$ cat src/rtl/pwm_modulator_pkg.sv
// Shared definitions for the PWM modulator and the waveform generators feeding it.
package pwm_modulator_pkg;

    localparam int DUTY_W_DEF = 6;
    localparam int PRE_W_DEF  = 6;

    typedef enum logic [1:0] {
        IDLE     = 2'd0,
        RUN      = 2'd1,
        STOPPING = 2'd2
    } pwm_state_t;

    // True whenever the modulator is producing (or finishing) a period.
    function automatic logic is_active(input pwm_state_t s);
        return s != IDLE;
    endfunction

endpackage

$ cat src/rtl/pwm_tick_prescaler.sv
// Divides the system clock down to PWM ticks: one tick every limit+1 cycles while running.
module pwm_tick_prescaler #(
    parameter int PRE_W = 6
) (
    input  logic             clk,
    input  logic             rst_n,
    input  logic             run,
    input  logic             load,
    input  logic [PRE_W-1:0] limit,
    output logic             tick
);

    logic [PRE_W-1:0] cnt_q;
    logic [PRE_W-1:0] cnt_d;
    logic             at_limit;

    // Next-count logic; >= keeps the counter safe if the limit ever drops below it.
    always_comb begin
        at_limit = (cnt_q >= limit);
        tick     = run && !load && at_limit;
        cnt_d    = cnt_q;
        if (load) begin
            cnt_d = '0;
        end else if (run) begin
            if (at_limit) begin
                cnt_d = '0;
            end else begin
                cnt_d = cnt_q + 1'b1;
            end
        end
    end

    // Prescale counter register.
    always_ff @(posedge clk or negedge rst_n) begin
        if (!rst_n) begin
            cnt_q <= '0;
        end else begin
            cnt_q <= cnt_d;
        end
    end

endmodule

$ cat src/rtl/pwm_modulator.sv
// PWM modulator: latches one duty sample per period, requests the next one, stops at a period edge.
module pwm_modulator
    import pwm_modulator_pkg::*;
#(
    parameter int DUTY_W = DUTY_W_DEF,
    parameter int PRE_W  = PRE_W_DEF
) (
    input  logic              sysclk,
    input  logic              Reset_N,
    input  logic              Enable_SW_1,
    input  logic [DUTY_W-1:0] Duty_Input,
    input  logic [PRE_W-1:0]  Prescale,
    output logic              PWM_Out,
    output logic              Sample_Req,
    output logic              Busy
);

    pwm_state_t        state_q;
    pwm_state_t        state_d;
    logic [DUTY_W-1:0] duty_q;
    logic [DUTY_W-1:0] duty_d;
    logic [PRE_W-1:0]  pre_q;
    logic [PRE_W-1:0]  pre_d;
    logic [DUTY_W-1:0] period_q;
    logic [DUTY_W-1:0] period_d;
    logic              pwm_q;
    logic              pwm_d;
    logic              req_q;
    logic              req_d;
    logic              busy_q;
    logic              busy_d;

    logic              tick;
    logic              start;
    logic              period_start;
    logic              final_edge;

    assign start = (state_q == IDLE) && Enable_SW_1;

    pwm_tick_prescaler #(
        .PRE_W (PRE_W)
    ) u_prescaler (
        .clk   (sysclk),
        .rst_n (Reset_N),
        .run   (is_active(state_q)),
        .load  (start),
        .limit (pre_q),
        .tick  (tick)
    );

    // FSM next-state, duty/prescale latching, period counting and output decode.
    always_comb begin
        state_d      = state_q;
        duty_d       = duty_q;
        pre_d        = pre_q;
        period_d     = period_q;
        req_d        = 1'b0;
        period_start = tick && (period_q == '1);
        final_edge   = (state_q == STOPPING) && period_start;

        if (tick) begin
            period_d = period_q + 1'b1;
        end

        case (state_q)
            IDLE: begin
                if (Enable_SW_1) begin
                    state_d  = RUN;
                    duty_d   = Duty_Input;
                    pre_d    = Prescale;
                    period_d = '0;
                    req_d    = 1'b1;
                end
            end
            RUN: begin
                if (period_start) begin
                    duty_d = Duty_Input;
                    pre_d  = Prescale;
                    req_d  = 1'b1;
                end
                if (!Enable_SW_1) begin
                    state_d = STOPPING;
                end
            end
            STOPPING: begin
                if (period_start) begin
                    state_d = IDLE;
                end else if (Enable_SW_1) begin
                    state_d = RUN;
                end
            end
            default: begin
                state_d = IDLE;
            end
        endcase

        pwm_d  = is_active(state_q) && !final_edge && (period_q < duty_q);
        busy_d = is_active(state_d);
    end

    // State and registered outputs; reset clears every output immediately.
    always_ff @(posedge sysclk or negedge Reset_N) begin
        if (!Reset_N) begin
            state_q  <= IDLE;
            duty_q   <= '0;
            pre_q    <= '0;
            period_q <= '0;
            pwm_q    <= 1'b0;
            req_q    <= 1'b0;
            busy_q   <= 1'b0;
        end else begin
            state_q  <= state_d;
            duty_q   <= duty_d;
            pre_q    <= pre_d;
            period_q <= period_d;
            pwm_q    <= pwm_d;
            req_q    <= req_d;
            busy_q   <= busy_d;
        end
    end

    assign PWM_Out    = pwm_q;
    assign Sample_Req = req_q;
    assign Busy       = busy_q;

endmodule

$ cat config.mk
export PLATFORM = sky130hd
export DESIGN_NAME = pwm_modulator
export DESIGN_NICKNAME = d
export VERILOG_FILES = /design/src/rtl/pwm_modulator_pkg.sv /design/src/rtl/pwm_tick_prescaler.sv /design/src/rtl/pwm_modulator.sv
export SDC_FILE = /design/constraint.sdc
export NUM_CORES = 1
export LEC_CHECK = 0
export ABC_AREA = 0
export BUFFER_PORTS_ARGS = -buffer_cell sky130_fd_sc_hd__buf_2
export CAP_MARGIN = 25
export CORE_MARGIN = 2
export CORE_UTILIZATION = 52
export DETAILED_ROUTE_END_ITERATION = 6
export GPL_ROUTABILITY_DRIVEN = 0
export PLACE_DENSITY = 0.71
export REMOVE_ABC_BUFFERS = 1
export SYNTH_ARGS = -nofsm -noshare
export SYNTH_HDL_FRONTEND = slang
export SYNTH_HIERARCHICAL = 1
export SYNTH_SLANG_ARGS = --single-unit
$ cat constraint.sdc
create_clock -name sysclk -period 2.3 [get_ports sysclk]
set_clock_uncertainty 0.15 [all_clocks]
set_input_delay 0.345 -clock sysclk [delete_from_list [all_inputs] [get_ports sysclk]]
set_output_delay 0.345 -clock sysclk [all_outputs]
set_load 0.01 [all_outputs]
==> impl_metrics.tcl, run 1 <==
set metrics [dict create \
    status "finished, violations left" \
    violations "setup timing" \
    post-route-util_pct 70.17 \
    setup_tns_ns -1.495 \
    crit_chain "inv_1 > ha_1 > nand4_1 > o221ai_2 > and3_4 > nand3_4 > o31ai_4 > buf_4 > buf_16 > mux2_4" \
    worstPathMaxFanout 4 \
    cts_buffer_depth 2 \
    critPathLaunchType "flip-flop" \
    yosysSeqAreaShare_pct 45.53 \
    post-route-period-util_pct 105.3 \
    grt_use_met3_pct 5.895 \
    slew_headroom_pct 57.80 \
    yosys.area_share.xor_xnor_pct 2.747 \
    ys_ff_latch 29 \
    die_area_sq_um 3524 \
    worst_pin_slew_ns 0.6330 \
    nNetsFinal 219 \
    final_hold_viol_count 0 \
    cpPeakStageDelay_ns 0.37 \
    core_sq_um 2978 \
    antenna_found_initial 0 \
    overflow 0 \
    cp_top_family "simple AND/OR/NAND/NOR gates" \
    final_antenna_net_count 0 \
    dpl_cell_area_sq_um 1826 \
    muxShareOfSynthArea_pct 11.22 \
    cp.depth 10 \
    nFillCells 214 \
    hold_ws_ns 0.08902 \
    dp_hpwl_microns 2325 \
    rsz0062_at_grt "true" \
    syn_area_per_cell_sq_um 11.39 \
    finalWorstSetupSlack_ns -0.1228 \
    layout-drive-gt1-share_pct 40.10 \
    critPathSlowestCell "dfrtp_1" \
    yosysUniqueCellTypes 35 \
    cts.root.buffer_cell "clkbuf_4" \
    layout_common_cells "29 x dfrtp_1, 22 x buf_4, 17 x buf_2" \
    startpoint "pre_q[3]" \
    fmax_mhz 412.8 \
    yosys_warnings 6 \
    cp.required_ns 2.38 \
    synthAdderAreaFrac_pct 10.20 \
    final_common_cell "dfrtp_1" \
    finalSetupViolCount 14 \
    die_w_microns 59.37 \
    wirelength_microns 3447 \
    avgViaCountPerCell 5.396 \
    syn-cell-area_sq_um 1594 \
    clkLatencyLatePin_ns 0.33 \
    met1_usage_pct 26.40 \
    p_leak_nw 1.070 \
    grtUsageTotal_pct 22.41 \
    regToRegEndpoint "pre_q[2]" \
    worstRegToRegCells 10 \
    synth-compound-area-share_pct 12.95 \
    diodes 0 \
    die_height_microns 59.37 \
    cp-end-kind "flip-flop" \
    powerDensity_nw_per_um2 744.6 \
    irDropWorstVdd_uv 443.9 \
    crit_type "flip-flop to flip-flop" \
    dr.pass1.iters 4 \
    placement_rows 20 \
    max_cap_violations 0 \
    clk_pin_slew_worst_paths_ns 0.09 \
    port_buffers 17 \
    cts_buffers 5 \
    syn2layout_area_growth_pct 31.08 \
    layout_min_cycle_time_ns 2.423 \
    ff_latch_area_sq_um 725.7 \
    rrSetupSlack_ns -0.12 \
    rr_startpoint "pre_q[3]" \
    wl_per_cell_microns 15.32 \
    htree_levels 2 \
    syn_inst 140 \
    io_pins 18 \
    postLayoutCellArea_sq_um 2090 \
    endpoint "pre_q[2]" \
    hold_class "input port to flip-flop" \
    worst_ep_arrival_time_ns 2.50 \
    cts_tree "yes" \
    initial_utilization_pct 53.53 \
    drt_iter0_drc 31 \
    cts.sinks 29 \
    grt_busiest_layer "met2" \
    synth_top_family_by_area "compound AO/OA/AOI/OAI gates" \
    path_buf_inv 3 \
    grt_max_degree 30 \
    grt_pass1_wl_microns 5644 \
    power_w 0.001556 \
    drv_slew 0 \
    synthSimpleGateAreaFrac_pct 12.32 \
    vias 1214 \
    drc 0 \
    grt_pass1_vias 1238 \
    met2_usage_pct 37.99 \
    multi_input_area_sq_um 839.6 \
]
==> timing repair <==
item | in CTS | in global routing
hold buffers | 1 | 0
cloned | 1 | 0
endpoints found under the hold margin | 29 | 0
buffers inserted | 8 | 6
gates resized for setup | 11 | 4
setup endpoints to repair | 13 | 19
pin swaps | 6 | 7
==> metal layers <==
layer	part of all wire [%]	wire [microns]
met5	0	0
met4	2.0	68
met3	3.4	117
met2	54	1857
met1	41	1403
==> power by group <==
part           internal, W  switching, W  total [W]
Sequential        0.000595     0.0000566   0.000652
Combinational     0.000303      0.000250   0.000553
Clock             0.000177      0.000174   0.000351
Total              0.00107      0.000481    0.00156
==> area by class of cell <==
cell class	count	area share, %
Timing Repair Buffer	46	16.89
Inverter	16	2.874
Clock buffer	7	3.114
Sequential cell	29	34.73
Multi-Input combinational cell	93	40.18
Tap cell	33	1.976
Clock inverter	1	0.2395
==> worst reg2reg max path: stages, from the launching register on <==
cell      delay, ns
dfrtp_1        0.37
inv_1          0.06
ha_1           0.31
nand4_1        0.14
o221ai_2       0.20
and3_4         0.22
nand3_4        0.08
o31ai_4        0.21
buf_4          0.18
buf_16         0.11
mux2_4         0.29
==> sequential cells by signal (all words and copies together) (netlist names) <==
name / count
PWM_Out: 1
period_q: 6
duty_q: 6
u_prescaler/cnt_q: 6
Sample_Req: 1
pre_q: 6
Busy: 1
state_q: 2
==> logic make-up after synthesis <==
family,after synthesis
muxes,13
and+or+nand+nor,35
AOI/OAI and AO/OA,27
xor gates and xnor gates,5
adders and majority gates,13
buffers and inverters,18
DFF,29
==> per-stage QoR <==
| step | instances | setup slack [ns] |
|---|---|---|
| 2_1_floorplan | 138 | -0.5026 |
| 3_3_place_gp | 203 | -0.09292 |
| 3_5_place_dp | 203 | -0.1694 |
| 4_1_cts | 221 | -0.07193 |
| 5_1_grt | 225 | -0.2408 |
| 6_report | 225 | -0.1228 |
==> cells in the mapped netlist (all sizes together) <==
cell / instances / area (sq um)
mux2i: 1 / 10.01
o22ai: 2 / 12.51
buf: 2 / 20.01
dfrtp: 29 / 725.7
xor2: 4 / 35.03
a211o: 1 / 8.760
nand2: 9 / 33.78
o211a: 1 / 10.01
or3b: 1 / 8.760
a2bb2oi: 1 / 8.760
xnor2: 1 / 8.760
nor3: 1 / 10.01
mux2: 12 / 168.9
and3: 1 / 6.260
a211oi: 2 / 15.01
or3: 3 / 18.77
o2111ai: 2 / 17.52
nor3b: 1 / 12.51
nor2: 8 / 30.03
o21bai: 2 / 26.28
ha: 13 / 162.7
nand2b: 2 / 12.51
o21ai: 5 / 25.02
a21o: 3 / 22.52
nand3: 5 / 37.54
or2b: 1 / 7.510
o221ai: 1 / 8.760
a21oi: 6 / 30.03
nand4: 3 / 18.77
inv: 16 / 60.06
o31ai: 1 / 21.27
==> worst min-delay path by stage <==
stage / start / end / depth (start not counted)
final: Prescale[3] / pre_q[3] / 2
after global routing: Prescale[3] / pre_q[3] / 2
after CTS: Prescale[3] / pre_q[3] / 2
after detailed placement: Reset_N / pre_q[4] / 1
after global placement: Reset_N / pre_q[2] / 1
after floorplan: Reset_N / Busy / 0
Note: power is estimated with default switching activity, not from simulation.
==> inputs of run 2 (changes only) <==
==> constraint.sdc (replaced) <==
create_clock -name sysclk -period 2.1 [get_ports sysclk]
set_clock_uncertainty 0.15 [all_clocks]
set_input_delay 0.315 -clock sysclk [delete_from_list [all_inputs] [get_ports sysclk]]
set_output_delay 0.315 -clock sysclk [all_outputs]
set_load 0.01 [all_outputs]
==> impl_metrics.tcl, run 2 (same netlist as run 1, synthesis figures left out) <==
set metrics [dict create \
    final_common_cell "dfrtp_1" \
    vias 1249 \
    die_height_microns 59.37 \
    avgViaCountPerCell 5.454 \
    dp_hpwl_microns 2386 \
    max_cap_violations 0 \
    finalWorstSetupSlack_ns -0.3344 \
    violations "setup timing" \
    nNetsFinal 223 \
    finalSetupViolCount 23 \
    drc 0 \
    layout-drive-gt1-share_pct 44.90 \
    worst_pin_slew_ns 0.6518 \
    initial_utilization_pct 53.53 \
    diodes 0 \
    worst_ep_arrival_time_ns 2.49 \
    power_w 0.001764 \
    startpoint "u_prescaler/cnt_q[3]" \
    htree_levels 2 \
    fin_cells 229 \
    wirelength_microns 3528 \
    dr.pass1.iters 4 \
    clk_pin_slew_worst_paths_ns 0.10 \
    grt_pass1_wl_microns 5623 \
    nFillCells 209 \
    irDropWorstVdd_uv 494.8 \
    placement_rows 20 \
    post-route-period-util_pct 115.9 \
    cp.required_ns 2.16 \
    wl_per_cell_microns 15.41 \
    cts.root.buffer_cell "clkbuf_4" \
    p_leak_nw 1.097 \
    critPathLaunchType "flip-flop" \
    min_from "Duty_Input[5]" \
    multi_input_area_sq_um 904.6 \
    worstPathMaxFanout 5 \
    status "finished, violations left" \
    die_area_sq_um 3524 \
    final_antenna_net_count 0 \
    rr_startpoint "u_prescaler/cnt_q[3]" \
    fmax_mhz 410.8 \
    overflow 0 \
    antenna_found_initial 0 \
    core_sq_um 2978 \
    drt_iter0_drc 33 \
    powerDensity_nw_per_um2 816.7 \
    final_hold_viol_count 0 \
    layout_common_cells "29 x dfrtp_1, 26 x buf_4, 17 x buf_2" \
    port_buffers 17 \
    crit_type "flip-flop to flip-flop" \
    cts_tree "yes" \
    cts.sinks 29 \
    clkLatencyLatePin_ns 0.33 \
    grt_max_degree 30 \
    io_pins 18 \
    cts_buffers 5 \
    hold_class "input port to flip-flop" \
    rsz0062_at_grt "true" \
    cts_buffer_depth 2 \
    grtUsageTotal_pct 22.21 \
    layout_min_cycle_time_ns 2.434 \
    slew_headroom_pct 56.55 \
    drv_slew 0 \
    die_w_microns 59.37 \
    dp_cells 205 \
    cp-end-kind "flip-flop" \
    syn2layout_area_growth_pct 35.48 \
    ff_latch_area_sq_um 725.7 \
    grt_pass1_vias 1252 \
]
==> run 2: final cells by class <==
class                      count  area share [%]
multi-input combinational     93           41.89
sequential                    29           33.60
timing repair buffer          50           16.57
clock buffer                   7           3.013
inverter                      16           2.781
tap                           33           1.912
clock inverter                 1          0.2317
==> run 2: repair_timing <==
item	4_1_cts	5_1_grt
pin swaps	9	12
endpoints found under the hold margin	29	0
gates resized for setup	12	16
setup buffers	8	11
cloned	1	0
endpoints found under the setup margin	21	21
hold buffers	1	0
==> run 2: stage by stage <==
stage	setup TNS, ns	setup slack [ns]	utilization, %	hold WS [ns]	area (sq um)
6_report	-5.093	-0.3344	72.52	0.06392	2160
5_1_grt	-6.834	-0.4027	72.52	0.04886	2160
4_1_cts	-3.989	-0.2916	69.50	0.04856	2069
2_1_floorplan	-8.554	-0.7026	-	-0.1306	1574
3_3_place_gp	-3.648	-0.3035	61.81	0.2158	1841
3_5_place_dp	-4.543	-0.3641	61.81	0.2335	1841
==> run 2: final timing paths <==
kind,endpoint,cells past startpoint,slack [ns]
worst max-delay path,duty_q[1],8,-0.33
worst min-delay path,duty_q[5],2,0.06
worst max register to register,duty_q[1],8,-0.33
worst min register to register,duty_q[3],1,0.37
max in group asynchronous,period_q[0],2,0.97
min in group asynchronous,u_prescaler/cnt_q[0],2,0.39
==> run 2: critical path, cell delays in order (launching register included) <==
cell and delay (ns):
dfrtp_1 0.44, ha_4 0.29, nand4_1 0.15, o221ai_2 0.19
and3_4 0.23, nand3_4 0.08, o31ai_4 0.30, buf_6 0.18
mux2_4 0.30
==> run 2: power breakdown <==
group          total, W  internal [W]  switching [W]
Combinational  0.000656      0.000367       0.000289
Sequential     0.000718      0.000652      0.0000667
Clock          0.000389      0.000194       0.000195
==> run 2: layer usage <==
| metal | up-vias | GRT usage, % | wire (microns) |
|---|---|---|---|
| li1 | 605 | - | - |
| met1 | 610 | 23.96 | 1404 |
| met2 | 27 | 40.19 | 1941 |
| met3 | 7 | 6.987 | 129 |
| met4 | 0 | 8.117 | 53 |
| met5 | - | 0 | 0 |
